## config.mk

```make
export PLATFORM = sky130hd
export DESIGN_NAME = p2s_tx
export DESIGN_NICKNAME = d
export VERILOG_FILES = /design/src/rtl/p2s_pkg.sv /design/src/rtl/p2s_tx.sv
export SDC_FILE = /design/constraint.sdc
export NUM_CORES = 1
export LEC_CHECK = 0
export CORE_MARGIN = 3
export CORE_UTILIZATION = 35
export DETAILED_ROUTE_END_ITERATION = 12
export REMOVE_ABC_BUFFERS = 1
export SLEW_MARGIN = 10
export SYNTH_ARGS = -nofsm -noshare
export SYNTH_HDL_FRONTEND = slang
export SYNTH_SLANG_ARGS = --single-unit
```

## constraint.sdc

```tcl
create_clock -name clk -period 5 [get_ports clk]
set_clock_uncertainty 0.15 [all_clocks]
set_input_delay 1 -clock clk [delete_from_list [all_inputs] [get_ports clk]]
set_output_delay 1 -clock clk [all_outputs]
set_load 0.05 [all_outputs]
```

## src/rtl/p2s_pkg.sv

```systemverilog
// rtl/p2s_pkg.sv - shared widths and state encoding for the p2s transmitter and s2p receiver
package p2s_pkg;

  localparam int DATA_W = 14;

  typedef enum logic {
    IDLE  = 1'b0,
    SHIFT = 1'b1
  } state_t;

  function automatic int cnt_width(input int w);
    return (w > 1) ? $clog2(w) : 1;
  endfunction

  localparam int CNT_W = cnt_width(DATA_W);

endpackage

```

## src/rtl/p2s_tx.sv

```systemverilog
// rtl/p2s_tx.sv - parallel-to-serial transmitter with frame marker and one-word holding buffer
module p2s_tx
  import p2s_pkg::*;
#(
  parameter int WIDTH     = DATA_W,
  parameter bit MSB_FIRST = 1'b1
) (
  input  logic             clk,
  input  logic             rst,
  input  logic             en,
  input  logic [WIDTH-1:0] din,
  input  logic             din_valid,
  output logic             din_ready,
  output logic             dout,
  output logic             dout_valid,
  output logic             frame,
  output logic             done
);

  localparam int             CW   = cnt_width(WIDTH);
  localparam logic [CW-1:0]  LAST = CW'(WIDTH - 1);

  state_t           state_q, state_d;
  logic [WIDTH-1:0] sreg_q, sreg_d;
  logic [CW-1:0]    cnt_q, cnt_d;
  logic [WIDTH-1:0] hold_q, hold_d;
  logic             hold_full_q, hold_full_d;
  logic             dout_q, dout_d;
  logic             dv_q, dv_d;
  logic             frame_q, frame_d;

  logic             xfer;
  logic             last_bit;
  logic             load;
  logic [WIDTH-1:0] load_src;

  assign din_ready  = en & ~hold_full_q;
  assign xfer       = din_valid & din_ready;
  assign last_bit   = (cnt_q == LAST);
  // A pending buffered word always wins over a fresh offer; in IDLE the buffer is empty
  assign load_src   = hold_full_q ? hold_q : din;

  assign dout       = dout_q;
  assign dout_valid = dv_q;
  assign frame      = frame_q;
  assign done       = en & dv_q & (state_q == SHIFT) & last_bit;

  always_comb begin
    state_d     = state_q;
    sreg_d      = sreg_q;
    cnt_d       = cnt_q;
    hold_d      = hold_q;
    hold_full_d = hold_full_q;
    dout_d      = dout_q;
    dv_d        = dv_q;
    frame_d     = frame_q;
    load        = 1'b0;

    if (en) begin
      case (state_q)
        IDLE: begin
          load = xfer;
        end
        SHIFT: begin
          if (last_bit) begin
            if (hold_full_q || xfer) begin
              load        = 1'b1;
              hold_full_d = 1'b0;
            end else begin
              state_d = IDLE;
              dout_d  = 1'b0;
              dv_d    = 1'b0;
              frame_d = 1'b0;
            end
          end else begin
            cnt_d   = cnt_q + CW'(1);
            dout_d  = MSB_FIRST ? sreg_q[WIDTH-1] : sreg_q[0];
            sreg_d  = MSB_FIRST ? {sreg_q[WIDTH-2:0], 1'b0} : {1'b0, sreg_q[WIDTH-1:1]};
            frame_d = 1'b0;
            if (xfer) begin
              hold_d      = din;
              hold_full_d = 1'b1;
            end
          end
        end
        default: state_d = IDLE;
      endcase

      if (load) begin
        state_d = SHIFT;
        cnt_d   = '0;
        dv_d    = 1'b1;
        frame_d = 1'b1;
        dout_d  = MSB_FIRST ? load_src[WIDTH-1] : load_src[0];
        sreg_d  = MSB_FIRST ? {load_src[WIDTH-2:0], 1'b0} : {1'b0, load_src[WIDTH-1:1]};
      end
    end
  end

  always_ff @(posedge clk or posedge rst) begin
    if (rst) begin
      state_q     <= IDLE;
      sreg_q      <= '0;
      cnt_q       <= '0;
      hold_q      <= '0;
      hold_full_q <= 1'b0;
      dout_q      <= 1'b0;
      dv_q        <= 1'b0;
      frame_q     <= 1'b0;
    end else begin
      state_q     <= state_d;
      sreg_q      <= sreg_d;
      cnt_q       <= cnt_d;
      hold_q      <= hold_d;
      hold_full_q <= hold_full_d;
      dout_q      <= dout_d;
      dv_q        <= dv_d;
      frame_q     <= frame_d;
    end
  end

endmodule

```

# [After elaboration in Yosys (flattened, before gate mapping)]
# Cells that the tools add are included.
[totals] input_bits=18 n_memories=0 latchBits=0 reg_bits=37 out_inout_bits=5 romBits=0 elab_cells=58 ram_bits=0
[op_classes] div=0 eq_ne=5 n_lt_le_gt_ge=0 multipliers=0 muxes=27 shifts=0 bitwise=8 reduce_logical=9 addsub=1
[op_table] op="two-way mux 14 bit" n=4
[op_table] op="two-way mux 1 bit" n=19
[op_table] op="two-way mux 4 bit" n=3
[op_table] op="AND reduction 4 bit" n=3
[op_table] op="!= test 2 x 1 -> 1 bit (second input constant)" n=3
[op_table] op="AND reduction 3 bit" n=2
[op_table] op="nonzero test 2 bit" n=3
[op_table] op="bitwise AND 1 bit" n=5
[op_table] op="adder 4 x 1 -> 4 bit (second input constant)" n=1
[op_table] op="equality test 4 bit (second input constant)" n=1
[op_table] op="!= test 3 x 2 -> 1 bit (second input constant)" n=1
[op_table] op="NOT 1 bit" n=3
[op_table] op="case mux 1 bit (2 select lines)" n=1
[op_table] op="logical OR 1 bit" n=1

# [Depth between registers and ports, before layout]
[depth] ltp_word=10 depth_mapped=7 mapped_depth_nobuf=6

# [Worst setup path after synthesis]
# OpenSTA, ideal clock, no wires.
[synth_timing] kind="input-to-output" startpoint="in en" endpoint="out din_ready" stages=2 n_path_buf=1 path_slack_ps=2004 t_arrival_ps=1846 t_required_ps=3850 path_cell_list="buf_4 nor2b_1"
[synth_via] elab_chain_len=1
[synth_lines] item="start, declared" line_no="p2s_tx.sv:10" text="input logic en,"
[synth_lines] item="bitwise AND 1 bit" line_no="p2s_tx.sv:37" text="assign din_ready = en & ~hold_full_q;"
[synth_lines] item="end, declared" line_no="p2s_tx.sv:13" text="output logic din_ready,"
# Every way passes these cells.

# [Worst setup path in the final report]
[layout_timing] startpoint="in en" endpoint="out done"
[layout_via] elab_chain_len=3
[layout_lines] item="bitwise AND 1 bit (3 in a row)" line_no="p2s_tx.sv:46" text="assign done = en & dv_q & (state_q == SHIFT) & last_bit;"
[layout_lines] item="end, declared" line_no="p2s_tx.sv:17" text="output logic done"
# Every way passes these cells.

==> metrics <==
DRC=0; CP max stage cell=clkdlybuf4s50_1; Comb power frac=0.348; WP data required=3.85 ns; min-delay src=frame; routed vias/inst=5.035; EDFF count, synth=0; post-placement cell count=247; crit-path cells=clkdlybuf4s50_1 > nand2_1 > nor2_1 > and2_1 > clkdlybuf4s50_1; FF-to-FF setup slack=2.29 ns; vias in the first global route=1,342; drt first pass iters=4; critical path class=primary input to primary output; Initial Util=0.3673; final hold violations=0; final setup margin=0.8302 ns; die footprint=6385 µm²; peak supply drop=0.2184 mV; FF-to-FF End=sreg_q[7]; post-synth top area cell=dfrtp_1; fmax=0.2398 GHz; RSZ-0062 raised after global routing=no; top cell type's share of synthesized area=0.4712; Final period util=0.8340; top post-synthesis cells by area=dfrtp_1, mux2_2, mux2_4, mux2i_1, nand2_1; PostCTS Resize Cnt=0; H-Tree Depth=2; DP HPWL=2.369 mm; switching share of power=0.3312; layout cells sized above 1=0.2000; Sequential Power Share=0.459; chip height=79.91 µm; cells after synthesis=164; Hold Path Sink=frame; cell-internal power=0.0007275 W; hold buffers post-CTS=0; Net Sw Power=0.0003602 W; CTS Buf Count=5; reg2reg start=hold_full_q; Power, Total=0.001088 W; sequential area share after synthesis=0.4712; global-route wire length before repair=6.175 mm; Slew headroom=0.2485; Post CTS Setup Buffer Count=0; vias after detailed routing=1,284; synthesized flop and latch total=36; Worst-Skew Late Latency=0.28 ns; Setup crit end kind=primary output; min cycle time layout=4.170 ns; Sink Count=36; Hold Crit Class=flop to flop; Final ANT Viol Nets=0; Power Dens Cells=484.0 nW/µm²; all-layer global routing usage=0.1232; nets=204; antenna violations before repair=0; clock-pin slew on the worst setup and hold paths=0.06 ns; Slew Limit Fails=0; startpoint class of the critical path=primary input; Avg Inst Size Synth=11.66 µm²; Die X-Extent=79.91 µm; Placement Setup Slack=0.8601 ns; clk root buf=clkbuf_8; Mapped Area=1912 µm²; Worst Path Buf+Inv=2; port buffer count=22; drt total wl=3.613 mm; Clock power frac=0.193; final setup fails=0; Worst-Margin Slew=1.125 ns; setup tns final=0 ns; row count=26; Most used DFF post-synth=dfrtp_1; WL/cell=14.17 µm; Area growth, synth to finish=17.54%; core area=5205 µm²; I/O pin total=23; final hold slack=0.3342 ns; antenna cell count=0; Placer Congestion=0.7906; worst-path fanout max=13; Critical Path Most Common Cell=clkdlybuf4s50_1; most common cell in the synthesized netlist=dfrtp_1; YS warnings=0; non-filler cells in the finished layout=255; CP delay by family, top=buffers and inverters; Clock Path Buffers=2; GRT overflow=0; Yosys cell types=35; largest net degree at the start of global routing=37; share of flip-flops with an asynchronous set or reset=1.000; Setup crit start=en; synth cell count leaders=dfrtp_1, nand2_1, mux2_2; delay of the slowest critical-path stage=0.80 ns; initial DRC count=44; depth of the most critical reg-to-reg path=4; Pleak=0.9675 nW; Worst Path Arrival=3.02 ns; CTS tree=done; status=completed; hold path depth=1; max_cap viols=0
power by group through the flow:
stage          Sequential, W  Combinational, W  Clock (W)
2_1_floorplan       0.000509          0.000270          0
3_3_place_gp        0.000493          0.000372          0
3_5_place_dp        0.000502          0.000380          0
4_1_cts             0.000499          0.000383   0.000217
5_1_grt             0.000515          0.000422   0.000232
6_report            0.000499          0.000379   0.000210
cell families after synthesis:
| group | after synthesis | share of synthesized area |
|---|---|---|
| and+or+nand+nor | 35 | 0.1080 |
| adders and majority gates | 2 | 0.01309 |
| DFF | 36 | 0.4712 |
| muxes | 38 | 0.2349 |
| buffers and inverters | 18 | 0.05235 |
| AOI/OAI and AO/OA | 35 | 0.1204 |
worst register-to-register path: stages (launching register included):
cell      delay, ns
dfrtp_1        0.97
a21oi_1        0.14
a211oi_2       0.92
mux2i_1        0.30
o21ai_1        0.08
how the worst max path moves through the flow:
stage,endpoint,slack (ns),cells after the start
after detailed placement,done,0.86,5
after global routing,done,0.70,5
after CTS,done,0.86,5
after global placement,done,0.92,5
final,done,0.83,5
after floorplan,din_ready,2.14,1
stage by stage:
step	instance area (µm²)	util
2_1_floorplan	1842	-
3_3_place_gp	2157	0.4144
3_5_place_dp	2157	0.4144
4_1_cts	2247	0.4317
5_1_grt	2247	0.4317
6_report	2247	0.4317
routing by layer:
metal  vias to the layer above  part of all wire  global-route usage
met4                         0            0.0097             0.03547
li1                        618                 -                   -
met1                       636              0.47              0.1563
met5                         -                 0                   0
met3                         6             0.040             0.03273
met2                        24              0.48              0.2053
sequential cells by signal (all words and copies together) (netlist names):
name         flops
hold_q          14
cnt_q            4
hold_full_q      1
frame            1
state_q          1
sreg_q          13
dout_valid       1
dout             1
layout by cell type, fill, tap and decap left out, types with 3 or more instances in the layout:
cell             instances
clkbuf_8                 6
inv_1                    8
mux2_4                  10
nand2_1                 16
clkdlybuf4s50_1         22
a221oi_1                 3
mux2i_1                 13
o21ai_0                  8
nor2_1                   5
a21oi_1                  5
o21ai_1                 11
dfrtp_1                 36
mux2_2                  15
cell type report:
type	instances	area [µm²]
Fill cell	502	2958
Multi-Input combinational cell	110	910.9
Sequential cell	36	900.9
Timing Repair Buffer	23	227.7
Clock buffer	8	90.09
Tap cell	70	87.58
Inverter	8	30.03
Note: power is estimated with default switching activity, not from simulation.
